**config.mk**
```make
export PLATFORM = sky130hd
export DESIGN_NAME = mem_stall_ctrl
export DESIGN_NICKNAME = d
export VERILOG_FILES = /design/src/rtl/mem_stall_ctrl.sv
export SDC_FILE = /design/constraint.sdc
export NUM_CORES = 1
export LEC_CHECK = 0
export ABC_AREA = 1
export BUFFER_PORTS_ARGS = -buffer_cell sky130_fd_sc_hd__clkbuf_2
export CORE_MARGIN = 5
export CORE_UTILIZATION = 28
export DETAILED_ROUTE_END_ITERATION = 16
export PLACE_DENSITY = 0.6
export RECOVER_POWER = 100
export SKIP_CTS_REPAIR_TIMING = 1
export SKIP_LAST_GASP = 1
export SLEW_MARGIN = 0
export SYNTH_ARGS = -nofsm -noshare
export SYNTH_HDL_FRONTEND = slang
export SYNTH_SLANG_ARGS = --single-unit
```
**constraint.sdc**
```tcl
create_clock -name clk -period 2 [get_ports clk]
set_clock_uncertainty 0.1 [all_clocks]
set_input_delay 0.3 -clock clk [delete_from_list [all_inputs] [get_ports clk]]
set_output_delay 0.3 -clock clk [all_outputs]
set_load 0.05 [all_outputs]
```
**src/rtl/mem_stall_ctrl.sv**
```systemverilog
// Memory stall controller between the MEM stage and the data-cache port: plain accesses pass
// through, indirect accesses walk a pointer chain while holding the pipeline.
// Optional stall counter output enabled by defining MEM_STALL_PERF_EN.
module mem_stall_ctrl #(
    parameter int ADDR_W  = 16,
    parameter int OFF_W   = 4,
    parameter int DATA_W  = 16,
    parameter int MAX_IND = 2,
    parameter int LVL_W   = $clog2(MAX_IND + 1),
    parameter int CNT_W   = 32
) (
    input  logic                    clk,
    input  logic                    reset_n,
    input  logic                    mem_read_in,
    input  logic                    mem_write_in,
    input  logic [ADDR_W-OFF_W-1:0] mem_address_in,
    input  logic [OFF_W-1:0]        line_offset_in,
    input  logic [LVL_W-1:0]        indirect_level,
    input  logic                    indirect_is_store,
    input  logic                    mem_resp,
    input  logic [DATA_W-1:0]       mem_rdata,
    input  logic                    ifetch_resp,
    output logic                    stall_pipeline,
    output logic                    mem_read,
    output logic                    mem_write,
    output logic [ADDR_W-OFF_W-1:0] mem_address,
    output logic [OFF_W-1:0]        line_offset_out,
    output logic                    busy
`ifdef MEM_STALL_PERF_EN
    ,
    output logic [CNT_W-1:0]        stall_count
`endif
);

    typedef enum logic [1:0] {
        S_IDLE,
        S_CHAIN,
        S_FINAL,
        S_WAIT_IF
    } state_t;

    state_t           state, next_state;
    logic [ADDR_W-1:0] ptr, ptr_d;
    logic [LVL_W-1:0]  lvl_cnt, lvl_cnt_d;
    logic [LVL_W-1:0]  lvl_eff;
    logic              indirect;

    // Levels deeper than the hardware supports are clamped rather than rejected.
    always_comb begin
        lvl_eff = indirect_level;
        if (indirect_level > LVL_W'(MAX_IND)) begin
            lvl_eff = LVL_W'(MAX_IND);
        end
    end

    assign indirect = (lvl_eff != '0);
    assign busy     = (state != S_IDLE);

    always_ff @(posedge clk or negedge reset_n) begin
        if (!reset_n) begin
            state   <= S_IDLE;
            ptr     <= '0;
            lvl_cnt <= '0;
        end else begin
            state   <= next_state;
            ptr     <= ptr_d;
            lvl_cnt <= lvl_cnt_d;
        end
    end

    always_comb begin
        next_state      = state;
        ptr_d           = ptr;
        lvl_cnt_d       = lvl_cnt;
        mem_read        = 1'b0;
        mem_write       = 1'b0;
        mem_address     = mem_address_in;
        line_offset_out = line_offset_in;
        stall_pipeline  = 1'b1;

        case (state)
            S_IDLE: begin
                mem_read       = indirect | mem_read_in;
                mem_write      = !indirect & mem_write_in;
                stall_pipeline = ((mem_read_in | mem_write_in | indirect) & !mem_resp)
                                 | !ifetch_resp | indirect;
                if (indirect && mem_resp) begin
                    ptr_d      = mem_rdata[ADDR_W-1:0];
                    lvl_cnt_d  = lvl_eff - LVL_W'(1);
                    next_state = (lvl_eff > LVL_W'(1)) ? S_CHAIN : S_FINAL;
                end else if (!indirect && (mem_read_in || mem_write_in)
                             && mem_resp && !ifetch_resp) begin
                    next_state = S_WAIT_IF;
                end
            end
            S_CHAIN: begin
                mem_read        = 1'b1;
                mem_address     = ptr[ADDR_W-1:OFF_W];
                line_offset_out = ptr[OFF_W-1:0];
                if (mem_resp) begin
                    ptr_d     = mem_rdata[ADDR_W-1:0];
                    lvl_cnt_d = lvl_cnt - LVL_W'(1);
                    if (lvl_cnt == LVL_W'(1)) begin
                        next_state = S_FINAL;
                    end
                end
            end
            S_FINAL: begin
                mem_address     = ptr[ADDR_W-1:OFF_W];
                line_offset_out = ptr[OFF_W-1:0];
                mem_write       = indirect_is_store;
                mem_read        = !indirect_is_store;
                stall_pipeline  = !mem_resp | !ifetch_resp;
                if (mem_resp) begin
                    next_state = ifetch_resp ? S_IDLE : S_WAIT_IF;
                end
            end
            S_WAIT_IF: begin
                stall_pipeline = !ifetch_resp;
                if (ifetch_resp) begin
                    next_state = S_IDLE;
                end
            end
            default: next_state = S_IDLE;
        endcase

        // While reset is held no cache access may escape and the pipeline stays frozen.
        if (!reset_n) begin
            mem_read       = 1'b0;
            mem_write      = 1'b0;
            stall_pipeline = 1'b1;
        end
    end

`ifdef MEM_STALL_PERF_EN
    always_ff @(posedge clk or negedge reset_n) begin
        if (!reset_n) begin
            stall_count <= '0;
        end else if (stall_pipeline && (stall_count != '1)) begin
            stall_count <= stall_count + CNT_W'(1);
        end
    end
`endif

endmodule

```
==> results of run 1 <==
-- routing by layer --
layer	vias to the layer above	part of all wire, %	global-route usage, %
met5	-	0	0
met4	0	0.47	2.62
met3	2	6.4	3.10
met2	41	52	19.4
met1	609	41	14.1
li1	664	-	-
-- logic make-up (layout without fill, tap and decap cells) --
kind of cell,after synthesis,after routing,share of synthesized area (%)
mux,16,16,13.6
compound gates,13,13,6.54
flops,20,20,37.9
simple gates,86,86,27.5
fa+ha+maj,7,7,6.63
buf+inv,21,89,7.77
-- critical path: stages (launching register included) --
cell	delay [ns]
dfrtp_1	0.38
inv_2	0.07
ha_4	0.30
buf_8	0.14
mux2_4	0.31
buf_8	0.15
-- how the worst max path moves through the flow --
stage / start / end / cells after the start
global placement: state[0]$_DFFE_PN0P_ / mem_address[4] / 5
detailed placement: state[0]$_DFFE_PN0P_ / mem_address[5] / 5
floorplan: state[0]$_DFFE_PN0P_ / line_offset_out[0] / 5
CTS: state[0]$_DFFE_PN0P_ / mem_address[6] / 5
finish: state[0]$_DFFE_PN0P_ / mem_address[3] / 5
global route: state[0]$_DFFE_PN0P_ / mem_address[7] / 5
-- state kept, by name, summed over array words and instances, names as in the netlist --
name and count:
lvl_cnt 2, ptr 16, state 2
-- through the flow --
stage | util [%] | cell area (um2) | TNS, ns | hold slack, ns | setup slack (ns)
2_1_floorplan | - | 1330 | 0 | -0.0956 | 0.00729
3_3_place_gp | 36.9 | 1720 | 0 | 0.205 | 0.158
3_5_place_dp | 36.9 | 1720 | 0 | 0.209 | 0.139
4_1_cts | 38.4 | 1790 | -2.53 | -0.0734 | -0.161
5_1_grt | 44.6 | 2080 | -1.14 | 0.168 | -0.0775
6_report | 44.6 | 2080 | -0.0109 | 0.166 | -0.00385
-- cells in the final DEF (no fill, tap or decap), drive strengths merged, types with 5 or more instances in the layout --
cell,count
o21ai,7
nor2,6
ha,7
mux2,16
nand3,23
clkbuf,46
dfrtp,20
a21oi,5
inv,14
buf,27
nand2,55
-- area by class of cell --
class | instances | area (um2)
Sequential cell | 20 | 500
Timing Repair Buffer | 71 | 567
Multi-Input combinational cell | 122 | 821
Tap cell | 54 | 67.6
Fill cell | 470 | 2580
Inverter | 14 | 52.6
Clock buffer | 3 | 41.3
Clock inverter | 1 | 30.0
-- synthesized netlist by cell type, types with 2 or more instances --
cell type  instances  area, um2
buf_6              2       22.5
nand2_1           53        199
buf_2              4       20.0
o21ai_2            2       17.5
dfrtp_1           20        500
nor2_1             5       18.8
mux2_2            16        180
o21ai_0            4       20.0
nand3_1           23        115
ha_1               7       87.6
inv_1             13       48.8
a21oi_1            4       20.0
nand2_2            2       12.5
==> results.json, run 1 <==
{
  "rows": 25,
  "ys_warn_count": 0,
  "crit_type": "reg2out",
  "worst_r2r_path_depth": 8,
  "min-delay-start": "mem_rdata[15]",
  "syn_nets": 211,
  "ys.flop_type": "dfrtp_1",
  "synthToLayoutAreaGrowth_pct": 57.5,
  "dp.cells": 280,
  "grt_overflow": 0,
  "endpoint_kind": "output pin",
  "cts_sinks": 20,
  "tightest_slew_ns": 1.06,
  "insertion_delay_ns": 0.25,
  "hp-class": "in2reg",
  "ant_nets": 0,
  "regToRegStartpoint": "state[1]$_DFFE_PN0P_",
  "initial_utilization_pct": 28.3,
  "relSlewSlack_pct": 29.2,
  "grt_max_degree": 21,
  "synth-edff-count": 0,
  "cp.required_ns": 1.60,
  "wl_per_cell_um": 12.7,
  "cp_max_fo": 6,
  "drv_cap": 0,
  "hold_viol_final": 0,
  "cts_tree": "done",
  "num_vias": 1316,
  "worst_slack_ns": -0.00385,
  "hpwl_mm": 2.73,
  "ios": 61,
  "violations": "negative setup slack",
  "nets": 280,
  "core_area_um2": 4660,
  "port_buffers": 60,
  "final_cells": 285,
  "htree_levels": 1,
  "ys_ff_latch": 20,
  "finalSetupViolations": 7,
  "max_freq_mhz": 499,
  "cts_made_buffers": 3,
  "slew_viol_final": 0,
  "ys_seq_area_share_pct": 37.9,
  "die_w_um": 78.7,
  "drive_gt1_share_pct": 45.5,
  "synth-async-reset-ratio_pct": 100,
  "status": "finished, violations left",
  "syn_avg_cell_area_um2": 8.10,
  "synth_area_um2": 1320,
  "die_y_um": 78.7,
  "fin_crit_sh_pct": 100,
  "clk_pin_slew_worst_paths_ns": 0.07,
  "drtIter0Drc": 40,
  "synth.distinct_cells": 21,
  "cts_buffer_depth": 2,
  "arrival_ns": 1.60,
  "hold_end": "ptr[15]$_DFFE_PN0P_",
  "netlist_instances": 163,
  "viasPerCell": 4.62,
  "cts_root_buf": "clkbuf_8",
  "antenna_cells": 0,
  "hold_depth": 3,
  "antenna_found_initial": 0,
  "wl_mm": 3.62,
  "die_area_um2": 6190,
  "grt_pass1_wl_mm": 5.70,
  "r2r-end": "lvl_cnt[0]$_DFFE_PN0P_",
  "rrSetupSlack_ns": 0.33,
  "grt_pass1_vias": 1287,
  "drc": 0,
  "first_pass_iters": 4,
  "place_congestion": 0.817,
  "track_usage_pct": 11.3,
  "rsz0062_at_grt": "yes",
  "worstSetupStartpointType": "register",
  "finalCriticalPeriod_ns": 2.00
}
Power of run 1 is not shown: default switching activity piles up to over one toggle a cycle in this logic, so the estimate is an artifact.
==> inputs of run 2 (changes only) <==
- clock period: 2 -> 2.6 ns (I/O delays scaled with it)
==> run 2 against run 1 <==
Effect of this change: final cell count shrank 2.8%; flip-flop and latch count did not move; worst hold slack improved by 0.094 ns; via count fell by 7.0%; first-iteration DRC count is 25% higher; the flow now finishes without violations; non-clock buffer count down 8; core utilization fell by 8.1 points; die area unchanged; register-to-register slack improved by 0.08 ns; final area is 18% lower.
==> results.json, run 2 (same netlist as run 1, synthesis figures left out) <==
{
  "status": "finished clean",
  "antenna_cells": 0,
  "worstSetupStartpointType": "register",
  "crit_type": "reg2out",
  "cp.required_ns": 2.11,
  "nets": 272,
  "worst_slack_ns": 0.171,
  "drc": 0,
  "die_area_um2": 6190,
  "hpwl_mm": 2.54,
  "seq_area_um2": 500,
  "drv_cap": 0,
  "die_y_um": 78.7,
  "cp_top_family": "buffers and inverters",
  "htree_levels": 1,
  "antenna_found_initial": 0,
  "tightest_slew_ns": 1.09,
  "max_freq_mhz": 412,
  "rsz0062_at_grt": "no",
  "critPathBufInv": 3,
  "fin_crit_sh_pct": 93.4,
  "slowest_stage": "dfrtp_1",
  "finalCriticalPeriod_ns": 2.43,
  "cp_max_fo": 16,
  "grt_max_degree": 21,
  "crit_chain": "inv_1 -> ha_1 -> clkbuf_4 -> mux2_2 -> clkbuf_2",
  "slew_viol_final": 0,
  "wl_mm": 3.20,
  "hp-class": "in2reg",
  "cts_sinks": 20,
  "tns_ns": 0,
  "arrival_ns": 1.94,
  "largestRegisters": "ptr: 16 flops, lvl_cnt: 2 flops, state: 2 flops",
  "hold_viol_final": 0,
  "multi_input_area_um2": 707,
  "insertion_delay_ns": 0.25,
  "ios": 61,
  "cts_buffer_depth": 2,
  "relSlewSlack_pct": 27.6,
  "drtIter0Drc": 50,
  "finalSetupViolations": 0,
  "cts_tree": "done",
  "die_w_um": 78.7,
  "largest_register": "ptr",
  "largest_register_ffs": 16,
  "final_cell_mix": "clkbuf_2 (59), nand2_1 (54), nand3_1 (23)",
  "cts_root_buf": "clkbuf_8",
  "synthToLayoutAreaGrowth_pct": 28.8,
  "rows": 25,
  "viasPerCell": 4.42,
  "drive_gt1_share_pct": 38.6,
  "preCtsSetupSlack_ns": 0.459,
  "grt_overflow": 0,
  "slowest_delay_ns": 0.45,
  "grt_pass1_vias": 1238,
  "num_vias": 1224,
  "core_area_um2": 4660,
  "initial_utilization_pct": 28.3,
  "first_pass_iters": 4,
  "clk_pin_slew_worst_paths_ns": 0.07,
  "fillers": 498,
  "place_congestion": 0.772,
  "grt_pass1_wl_mm": 5.63,
  "port_buffers": 60,
  "track_usage_pct": 11.1,
  "endpoint_kind": "output pin",
  "ant_nets": 0,
  "final_common_cell": "clkbuf_2",
  "cts_made_buffers": 3,
  "wl_per_cell_um": 11.6
}
## run 2: worst min-delay path, stage by stage
cell      delay, ns
clkbuf_2       0.08
nand3_1        0.06
nand2_1        0.05
## run 2: path summary, 6_finish.rpt
path,endpoint,from,slack (ns),cells after the start
max in group asynchronous,ptr[15]$_DFFE_PN0P_,reset_n,1.43,2
min in group asynchronous,ptr[7]$_DFFE_PN0P_,reset_n,0.32,2
setup reg to reg,lvl_cnt[1]$_DFFE_PN0P_,state[0]$_DFFE_PN0P_,0.41,5
hold / removal,ptr[3]$_DFFE_PN0P_,mem_rdata[3],0.26,3
hold reg to reg,ptr[0]$_DFFE_PN0P_,ptr[0]$_DFFE_PN0P_,0.37,2
setup / recovery,mem_address[5],state[0]$_DFFE_PN0P_,0.17,5
## run 2: metrics by stage
step                util [%]  hold WS, ns  std cells  instance area (um2)
CTS                     36.8       0.0166        277                 1720
floorplan                  -     -0.00559        163                 1320
finish                  36.5        0.259        277                 1700
detailed placement      35.6        0.298        273                 1660
global route            36.5        0.268        277                 1700
global placement        35.6        0.301        273                 1660
## run 2: final cells by class
type / instances / share of cell area, %
Clock buffer: 4 / 3.24
Inverter: 14 / 3.09
Multi-Input combinational cell: 122 / 41.6
Sequential cell: 20 / 29.4
Tap cell: 54 / 3.97
Timing Repair Buffer: 63 / 18.7
## run 2: routing by layer
metal / vias to the layer above / global-route usage (%) / part of all wire [%]
met1: 540 / 14.1 / 45
met4: 0 / 2.62 / 0.66
met5: - / 0 / 0
met3: 2 / 2.75 / 5.9
met2: 36 / 18.9 / 49
li1: 646 / - / -
Power of run 2 is left out for the same reason.
